$ cat src/rtl/decode_stage.sv
// decode_stage: registered RV32I (+ optional RV32M) decode stage with a
// valid/ready handshake toward fetch and a single held bundle toward execute.
module decode_stage #(
  parameter bit          ENABLE_M = 1'b0,
  parameter int unsigned CNT_W    = 32
) (
  input  logic             clk,
  input  logic             rst,
  input  logic             in_valid,
  output logic             in_ready,
  input  logic [31:0]      in_instr,
  input  logic [31:0]      in_pc,
  input  logic             flush,
  output logic             out_valid,
  input  logic             out_ready,
  output logic [31:0]      pc,
  output logic [4:0]       rd,
  output logic [4:0]       rs1,
  output logic [4:0]       rs2,
  output logic [31:0]      imm,
  output logic             reg_write_enable,
  output logic             mem_write_enable,
  output logic             is_branch,
  output logic             is_jump,
  output logic             alu_input_config,
  output logic             illegal,
  output logic             is_ecall,
  output logic             is_ebreak,
  output logic [1:0]       result_src,
  output logic [2:0]       mem_size,
  output logic [2:0]       branch_cond,
  output logic [2:0]       imm_sel,
  output logic [5:0]       alu_op,
  output logic [CNT_W-1:0] decoded_count
);

  localparam logic [6:0] OP_LUI    = 7'b0110111;
  localparam logic [6:0] OP_AUIPC  = 7'b0010111;
  localparam logic [6:0] OP_JAL    = 7'b1101111;
  localparam logic [6:0] OP_JALR   = 7'b1100111;
  localparam logic [6:0] OP_BRANCH = 7'b1100011;
  localparam logic [6:0] OP_LOAD   = 7'b0000011;
  localparam logic [6:0] OP_STORE  = 7'b0100011;
  localparam logic [6:0] OP_IMM    = 7'b0010011;
  localparam logic [6:0] OP_REG    = 7'b0110011;
  localparam logic [6:0] OP_FENCE  = 7'b0001111;
  localparam logic [6:0] OP_SYSTEM = 7'b1110011;

  localparam logic [6:0] F7_BASE = 7'b0000000;
  localparam logic [6:0] F7_ALT  = 7'b0100000;
  localparam logic [6:0] F7_MUL  = 7'b0000001;

  localparam logic [2:0] SEL_I = 3'd0;
  localparam logic [2:0] SEL_U = 3'd1;
  localparam logic [2:0] SEL_J = 3'd2;
  localparam logic [2:0] SEL_B = 3'd3;
  localparam logic [2:0] SEL_S = 3'd4;

  localparam logic [1:0] RES_ALU = 2'd0;
  localparam logic [1:0] RES_MEM = 2'd1;
  localparam logic [1:0] RES_PC4 = 2'd2;

  localparam logic [5:0] ALU_ADD_IMM = 6'b000001;
  localparam logic [5:0] ALU_SUB     = 6'b010000;

  localparam logic [31:0] INSTR_ECALL  = 32'h0000_0073;
  localparam logic [31:0] INSTR_EBREAK = 32'h0010_0073;

  logic [6:0]  opcode;
  logic [2:0]  funct3;
  logic [6:0]  funct7;
  logic [31:0] imm_i, imm_s, imm_b, imm_u, imm_j, imm_sh;
  logic        accept;

  logic [31:0] imm_c;
  logic        reg_write_c, mem_write_c, is_branch_c, is_jump_c;
  logic        alu_cfg_c, illegal_c, ecall_c, ebreak_c;
  logic [1:0]  result_src_c;
  logic [2:0]  mem_size_c, branch_cond_c, imm_sel_c;
  logic [5:0]  alu_op_c;

  assign opcode = in_instr[6:0];
  assign funct3 = in_instr[14:12];
  assign funct7 = in_instr[31:25];

  assign imm_i  = {{20{in_instr[31]}}, in_instr[31:20]};
  assign imm_s  = {{20{in_instr[31]}}, in_instr[31:25], in_instr[11:7]};
  assign imm_b  = {{19{in_instr[31]}}, in_instr[31], in_instr[7], in_instr[30:25],
                   in_instr[11:8], 1'b0};
  assign imm_u  = {in_instr[31:12], 12'b0};
  assign imm_j  = {{11{in_instr[31]}}, in_instr[31], in_instr[19:12], in_instr[20],
                   in_instr[30:21], 1'b0};
  assign imm_sh = {27'b0, in_instr[24:20]};

  // Reset forces ready so fetch is never blocked by an unknown out_valid.
  assign in_ready = rst || !out_valid || out_ready;
  assign accept   = in_valid && in_ready;

  // Combinational decode of the incoming instruction word.
  always_comb begin
    imm_c         = '0;
    reg_write_c   = 1'b0;
    mem_write_c   = 1'b0;
    is_branch_c   = 1'b0;
    is_jump_c     = 1'b0;
    alu_cfg_c     = 1'b1;
    illegal_c     = 1'b0;
    ecall_c       = 1'b0;
    ebreak_c      = 1'b0;
    result_src_c  = RES_ALU;
    mem_size_c    = 3'd0;
    branch_cond_c = 3'd0;
    imm_sel_c     = SEL_I;
    alu_op_c      = ALU_ADD_IMM;

    case (opcode)
      OP_REG: begin
        alu_cfg_c   = 1'b0;
        reg_write_c = 1'b1;
        if (funct7 == F7_BASE ||
            (funct7 == F7_ALT && (funct3 == 3'b000 || funct3 == 3'b101))) begin
          alu_op_c = {1'b0, in_instr[30], funct3, 1'b0};
        end else if (ENABLE_M && funct7 == F7_MUL) begin
          alu_op_c = {1'b1, 1'b0, funct3, 1'b0};
        end else begin
          illegal_c = 1'b1;
        end
      end
      OP_IMM: begin
        reg_write_c = 1'b1;
        imm_c       = imm_i;
        alu_op_c    = {1'b0, (funct3 == 3'b101) ? in_instr[30] : 1'b0, funct3, 1'b1};
        if (funct3 == 3'b001) begin
          imm_c = imm_sh;
          if (funct7 != F7_BASE) illegal_c = 1'b1;
        end else if (funct3 == 3'b101) begin
          imm_c = imm_sh;
          if (funct7 != F7_BASE && funct7 != F7_ALT) illegal_c = 1'b1;
        end
      end
      OP_LOAD: begin
        reg_write_c  = 1'b1;
        result_src_c = RES_MEM;
        mem_size_c   = funct3;
        imm_c        = imm_i;
        if (funct3 == 3'b011 || funct3 == 3'b110 || funct3 == 3'b111) illegal_c = 1'b1;
      end
      OP_STORE: begin
        mem_write_c = 1'b1;
        mem_size_c  = funct3;
        imm_sel_c   = SEL_S;
        imm_c       = imm_s;
        if (funct3 > 3'b010) illegal_c = 1'b1;
      end
      OP_BRANCH: begin
        is_branch_c   = 1'b1;
        branch_cond_c = funct3;
        imm_sel_c     = SEL_B;
        imm_c         = imm_b;
        alu_cfg_c     = 1'b0;
        alu_op_c      = ALU_SUB;
        if (funct3 == 3'b010 || funct3 == 3'b011) illegal_c = 1'b1;
      end
      OP_JAL: begin
        is_jump_c    = 1'b1;
        reg_write_c  = 1'b1;
        result_src_c = RES_PC4;
        imm_sel_c    = SEL_J;
        imm_c        = imm_j;
      end
      OP_JALR: begin
        is_jump_c    = 1'b1;
        reg_write_c  = 1'b1;
        result_src_c = RES_PC4;
        imm_c        = imm_i;
      end
      OP_LUI, OP_AUIPC: begin
        reg_write_c = 1'b1;
        imm_sel_c   = SEL_U;
        imm_c       = imm_u;
      end
      OP_FENCE: begin
        imm_c = imm_i;
      end
      OP_SYSTEM: begin
        imm_c    = imm_i;
        ecall_c  = (in_instr == INSTR_ECALL);
        ebreak_c = (in_instr == INSTR_EBREAK);
        if (!ecall_c && !ebreak_c) illegal_c = 1'b1;
      end
      default: begin
        illegal_c = 1'b1;
      end
    endcase

    // An illegal bundle must have no architectural side effects.
    if (illegal_c) begin
      reg_write_c = 1'b0;
      mem_write_c = 1'b0;
      is_branch_c = 1'b0;
      is_jump_c   = 1'b0;
      ecall_c     = 1'b0;
      ebreak_c    = 1'b0;
    end
    if (in_instr[11:7] == 5'd0) reg_write_c = 1'b0;
  end

  // Output bundle register: flush beats capture, capture beats pop.
  always_ff @(posedge clk) begin
    if (rst) begin
      out_valid        <= 1'b0;
      pc               <= '0;
      rd               <= '0;
      rs1              <= '0;
      rs2              <= '0;
      imm              <= '0;
      reg_write_enable <= 1'b0;
      mem_write_enable <= 1'b0;
      is_branch        <= 1'b0;
      is_jump          <= 1'b0;
      alu_input_config <= 1'b0;
      illegal          <= 1'b0;
      is_ecall         <= 1'b0;
      is_ebreak        <= 1'b0;
      result_src       <= '0;
      mem_size         <= '0;
      branch_cond      <= '0;
      imm_sel          <= '0;
      alu_op           <= '0;
      decoded_count    <= '0;
    end else if (flush) begin
      out_valid <= 1'b0;
    end else if (accept) begin
      out_valid        <= 1'b1;
      pc               <= in_pc;
      rd               <= in_instr[11:7];
      rs1              <= in_instr[19:15];
      rs2              <= in_instr[24:20];
      imm              <= imm_c;
      reg_write_enable <= reg_write_c;
      mem_write_enable <= mem_write_c;
      is_branch        <= is_branch_c;
      is_jump          <= is_jump_c;
      alu_input_config <= alu_cfg_c;
      illegal          <= illegal_c;
      is_ecall         <= ecall_c;
      is_ebreak        <= ebreak_c;
      result_src       <= result_src_c;
      mem_size         <= mem_size_c;
      branch_cond      <= branch_cond_c;
      imm_sel          <= imm_sel_c;
      alu_op           <= alu_op_c;
      decoded_count    <= decoded_count + CNT_W'(1);
    end else if (out_ready) begin
      out_valid <= 1'b0;
    end
  end

endmodule

$ cat config.mk
export PLATFORM = sky130hd
export DESIGN_NAME = decode_stage
export DESIGN_NICKNAME = d
export VERILOG_FILES = /design/src/rtl/decode_stage.sv
export SDC_FILE = /design/constraint.sdc
export NUM_CORES = 1
export LEC_CHECK = 0
export CAP_MARGIN = 20
export CORE_AREA = 2 2 116 118
export DETAILED_ROUTE_END_ITERATION = 10
export DIE_AREA = 0 0 118 120
export HOLD_SLACK_MARGIN = 0.12
export MAX_ROUTING_LAYER = met4
export PLACE_DENSITY = 0.79
export SETUP_SLACK_MARGIN = 0.5
export SLEW_MARGIN = 20
export SYNTH_ARGS = -nofsm -noshare
export SYNTH_HDL_FRONTEND = slang
export SYNTH_SLANG_ARGS = --single-unit
$ cat constraint.sdc
create_clock -name clk -period 2.85 [get_ports clk]
set_clock_uncertainty 0.1 [all_clocks]
set_input_delay 0.57 -clock clk [delete_from_list [all_inputs] [get_ports clk]]
set_output_delay 0.57 -clock clk [all_outputs]
set_load 0.005 [all_outputs]
; ---- Word level (Yosys, flattened, before mapping)
; Index checks and enable logic that the tools add are counted.
[totals]
register_bits = 137
out_inout_bits = 138
wordCells = 108
[op_classes]
n_addsub = 1
order_cmp = 1
eq_ne = 21
muxes = 36
n_bitwise = 1
reduce_logical = 28
[ops]
columns = op, count
row1 = 32-bit case mux with 6 select lines, 1
row2 = 32-bit two-way mux, 2
row3 = 32-bit by 1-bit adder with 32-bit output (second input constant), 1
row4 = 32-bit by 21-bit equality test with 1-bit output (second input constant), 1
row5 = 32-bit by 7-bit equality test with 1-bit output (second input constant), 1
row6 = 7-bit by 6-bit equality test with 1-bit output (second input constant), 4
row7 = 7-bit equality test (second input constant), 4
row8 = 1-bit two-way mux, 26
row9 = 5-bit case mux with 3 select lines, 1
row10 = 7-bit by 5-bit equality test with 1-bit output (second input constant), 2
row11 = 3-bit case mux with 4 select lines, 1
row12 = 2-bit OR reduction, 5
row13 = 3-bit equality test (second input constant), 3
row14 = 7-bit by 2-bit equality test with 1-bit output (second input constant), 1
row15 = 7-bit by 4-bit equality test with 1-bit output (second input constant), 1
row16 = 7-bit logical NOT, 1
row17 = 1-bit logical OR, 7
row18 = 7-bit by 6-bit != test with 1-bit output (second input constant), 1
row19 = 1-bit case mux with 7 select lines, 1
row20 = 7-bit nonzero test, 1
row21 = 7-bit OR reduction, 1
row22 = 3-bit by 2-bit equality test with 1-bit output (second input constant), 2
row23 = 3-bit two-way mux, 2
row24 = 5-bit logical NOT, 1
row25 = other kinds (12), 17

; ---- Longest topological paths before layout
[logic_depth]
depth_word = 8
mapped_depth = 8
mapped_depth_nobuf = 6

; ---- Worst setup path after synthesis
; OpenSTA, ideal clock, no wires.
[synth_timing]
kind = input-to-reg
startpoint = input port in_instr[2]
endpoint = register imm[21]
t_arrival_ns = 1.984
required_ns = 2.628
setup_slack_ns = 0.645
path_stages = 7
n_path_buf = 2
path_cell_list = buf_2 nor2b_1 nor4_1 o31ai_2 nor2_1 clkbuf_1 a221o_1
[synth_via]
elab_chain_len = 3
word_cells_on_any_way = 13
[synth_lines]
columns = element, line
row1 = "start, declared", 11  ; input logic [31:0] in_instr,
row2 = 7-bit equality test (tied with other cells), 116  ; case (opcode)
row3 = 4-bit OR reduction (no line) / 2-bit OR reduction (equally long branches), --
row4 = 32-bit case mux with 6 select lines *, 116
row5 = "end signal, assigned", 239  ; imm <= imm_c;
row6 = "end, declared", 20  ; output logic [31:0] imm,
; Every way passes the cells marked *; elsewhere a longest branch is shown, timed or not.
; A chain may end at the register's enable or synchronous reset.

; ---- Worst setup path in the final report
[layout_timing]
startpoint = input port in_instr[13]
endpoint = register is_ecall
[layout_via]
elab_chain_len = 7
word_cells_on_any_way = 29
[layout_lines]
columns = element, line
row1 = "parallel branches: the longest is 6 deep, another holds 32-bit by 7-bit equality test with 1-bit output", --
row2 = 1-bit two-way mux *, 197  ; if (illegal_c) begin
row3 = "end signal, assigned", 246  ; is_ecall <= ecall_c;
row4 = "end, declared", 27  ; output logic is_ecall,
; Mark *: on every way between the ends.

==> PnR_summary.wiki <==
{| class="wikitable"
! Metric !! Value
|-
| Antenna cell count || 0
|-
| Routed wire length on met3 || 1.17 mm
|-
| Global-route total usage across every layer || 0.264
|-
| Met1 wire length || 7.72 mm
|-
| Count of final setup violators || 0
|-
| CP required || 3.10 ns
|-
| Worst Path Class, Setup || in -> reg
|-
| Least-Margin Pin Slew || 0.618 ns
|-
| Sink count of the clock tree || 136
|-
| Die Y-Extent || 120 µm
|-
| Final cycle utilization of the critical path || 0.807
|-
| Area of all placed cells without fillers || 8960 µm²
|-
| Total clock buffers created by CTS || 17
|-
| Final standard cell utilization of the core || 0.690
|-
| Most frequent cells after synthesis || sky130_fd_sc_hd__dfxtp_1, sky130_fd_sc_hd__nand2_1, sky130_fd_sc_hd__a21oi_1, sky130_fd_sc_hd__nor2_1, sky130_fd_sc_hd__clkbuf_1
|-
| Clock tree from TritonCTS || yes
|-
| Die width || 118 µm
|-
| Cell area after synthesis || 5710 µm²
|-
| Capture point of the worst reg-to-reg path || decoded_count[22]
|-
| Max IR drop VDD || 0.461 mV
|-
| Post-detail-place hpwl || 12.9 mm
|-
| IO buf count || 205
|-
| Share of cells above drive strength 1 || 0.117
|-
| Initial Util || 0.440
|-
| Total Die Area || 14200 µm²
|-
| Max-slew violations || 0
|-
| Most frequently used flop master after synthesis || sky130_fd_sc_hd__dfxtp_1
|-
| Synthesis-to-finish area growth || 57.0%
|-
| Critical path endpoint category || flip-flop
|-
| Cell area after placement || 8190 µm²
|-
| Worst flop-to-flop path startpoint || decoded_count[7]
|-
| Post-synth net total || 754
|-
| Proportion of netlist area held by the largest area contributor || 0.477
|-
| Io pins || 207
|-
| Maximum root-to-sink buffer count || 2
|-
| Routed WL || 18.2 mm
|-
| Kind of launch point of the worst setup path || input port
|-
| Total DRC errors in the routed layout || 0
|-
| Worst slew slack as a fraction of its limit || 0.588
|-
| Max Cap Violations || 0
|-
| Largest fanout of any net on the critical path || 6
|-
| Met2 wire length || 8.88 mm
|-
| Count of routing violations after the opening detailed-route iteration || 526
|-
| Via/cell ratio || 5.39
|-
| Clk_lat worst skew || 0.41 ns
|-
| Cell accounting for the most synthesized area || sky130_fd_sc_hd__dfxtp_1
|-
| Clock root cell || sky130_fd_sc_hd__clkbuf_16
|-
| Core region area || 13000 µm²
|-
| Setup slack of the worst register-to-register path || 0.57 ns
|-
| Pin count of the biggest net entering global routing || 70
|-
| Mapped Avg Cell Area || 8.34 µm²
|-
| Setup tns final || 0 ns
|-
| Path depth of the worst reg2reg path || 5
|-
| Placement row count || 42
|-
| Synth top area cells || sky130_fd_sc_hd__dfxtp_1, sky130_fd_sc_hd__nand2_1, sky130_fd_sc_hd__a21oi_1
|-
| Top metal layer carrying routed signals || met4
|-
| Start point of the worst hold path || mem_size[1]
|-
| Nets@finish || 982
|-
| Final cell count without fillers || 1101
|-
| Count of filler cells inserted in the layout || 1036
|-
| Number of flops mapped to enable cells by yosys || 0
|-
| Iteration count of the initial detailed-routing pass || 5
|-
| Total via count in the routed design || 5929
|-
| Number of placed instances, taps included || 1068
|-
| Routability cong. || 0.905
|-
| Number of unique standard cell types used by synthesis || 59
|-
| Number of flip-flops and latches in the synthesized netlist || 136
|-
| Seq/Total Area, Yosys || 0.477
|-
| Reg clk slew, reported paths || 0.06 ns
|-
| Final critical delay including setup and external delays || 2.30 ns
|-
| Startpoint of the worst setup timing path || in_instr[13]
|-
| Htree depth || 4
|-
| Power density over the cells || 548 nW/µm²
|-
| Arrival @ worst endpoint || 2.55 ns
|-
| Fmax achieved || 435 MHz
|-
| Number of cells produced by synthesis || 684
|-
| Proportion of register bits with asynchronous set or reset after synthesis || 0
|-
| Lkg Pwr || 3.20 nW
|-
| Number of global-route vias before repair || 5661
|-
| Post-detailed-route count of antenna-violating nets || 0
|-
| Remaining global-route overflow || 0
|-
| Capture point of the critical path || is_ecall
|-
| Fin. Hold Viols || 0
|-
| Result of the run || complete, no violations
|-
| Unrepaired setup endpoints after global routing || true
|-
| Syn. warnings || 0
|-
| Initial antenna violation count || 0
|-
| Detailed-route wire length per cell || 16.5 µm
|-
| Class of the tightest hold or removal check || reg -> reg
|-
| First-pass GRT wire length || 28.8 mm
|}
[sequential cells by signal, summed over array words and instances, names as in the netlist, 2 cells and up]
name           count
imm_sel            3
mem_size           3
result_src         2
rs2                5
pc                32
rd                 5
decoded_count     32
branch_cond        3
imm               32
alu_op             5
rs1                5
[metrics by stage]
step / setup WS, ns / hold slack [ns] / power, mW
global placement: 0.0217 / 0.338 / 2.44
floorplan: 0.645 / 0.348 / 2.17
CTS: 0.460 / 0.353 / 4.95
detailed placement: -0.0481 / 0.346 / 2.44
finish: 0.550 / 0.350 / 4.91
global route: 0.427 / 0.371 / 5.09
[cell type report]
| cell class | count | area [µm²] | share of cell area |
|---|---|---|---|
| multi-input cells | 492 | 2840 | 0.317 |
| flip-flops and latches | 136 | 2720 | 0.304 |
| repair buffers | 255 | 2460 | 0.275 |
| clock buffers | 20 | 457 | 0.0510 |
| clock inverters | 12 | 220 | 0.0246 |
| well taps | 176 | 220 | 0.0246 |
| inverters | 10 | 37.5 | 0.00419 |
[worst min-delay path by stage]
stage,endpoint,slack [ns],cells past startpoint
floorplan,is_ecall,0.35,2
finish,mem_size[1],0.35,2
CTS,rs2[0],0.35,2
global route,pc[17],0.37,2
detailed placement,mem_size[0],0.35,2
global placement,mem_size[2],0.34,2
[worst max-delay path, cell delays in order]
cell and delay, ns:
sky130_fd_sc_hd__clkdlybuf4s50_1 0.55, sky130_fd_sc_hd__nor4_1 0.24, sky130_fd_sc_hd__nand4_1 0.18, sky130_fd_sc_hd__or4b_4 0.55
sky130_fd_sc_hd__or3_1 0.32, sky130_fd_sc_hd__a21oi_1 0.13
[report_power, final]
| part | internal (mW) | switching, mW | total [mW] |
|---|---|---|---|
| registers | 1.94 | 0.0197 | 1.96 |
| logic | 0.233 | 0.216 | 0.449 |
| clock network | 1.69 | 0.816 | 2.50 |
[layout by cell type, fill, tap and decap left out, types with 5 or more instances in the layout]
master	instances
sky130_fd_sc_hd__clkdlybuf4s50_1	197
sky130_fd_sc_hd__dfxtp_1	136
sky130_fd_sc_hd__nand2_1	135
sky130_fd_sc_hd__a21oi_1	77
sky130_fd_sc_hd__buf_4	48
sky130_fd_sc_hd__nor2_1	47
sky130_fd_sc_hd__o21ai_0	24
sky130_fd_sc_hd__a221o_1	23
sky130_fd_sc_hd__nand3_1	19
sky130_fd_sc_hd__xnor2_1	17
sky130_fd_sc_hd__clkbuf_16	17
sky130_fd_sc_hd__nor3_1	16
sky130_fd_sc_hd__or3_1	15
sky130_fd_sc_hd__inv_1	9
sky130_fd_sc_hd__and2_1	9
sky130_fd_sc_hd__nand4_1	7
sky130_fd_sc_hd__nor4_1	7
sky130_fd_sc_hd__nor2b_1	6
sky130_fd_sc_hd__a22o_1	6
sky130_fd_sc_hd__bufinv_16	6
sky130_fd_sc_hd__xor2_1	5
sky130_fd_sc_hd__dlymetal6s2s_1	5
[logic make-up after synthesis]
| family | after synthesis | synth area share |
|---|---|---|
| buffers and inverters | 56 | 0.0408 |
| adders and majority gates | 1 | 0.00219 |
| xor gates and xnor gates | 22 | 0.0338 |
| other | 1 | 0.000657 |
| muxes | 1 | 0.00197 |
| DFF | 136 | 0.477 |
| and+or+nand+nor | 310 | 0.264 |
| AOI/OAI and AO/OA | 157 | 0.179 |
[per-layer routing]
metal	vias up	global-route usage
met4	0	0.105
met1	2831	0.321
met5	-	-
met2	197	0.417
met3	29	0.0722
li1	2872	-
[what timing repair did]
| action | 4_1_cts | 5_1_grt |
|---|---|---|
| hold buffers | 0 | 0 |
| buffers inserted | 1 | 0 |
| pin swaps | 1 | 3 |
| setup endpoints to repair | 32 | 56 |
| gates resized for setup | 10 | 17 |
Note: power is estimated with default switching activity, not from simulation.
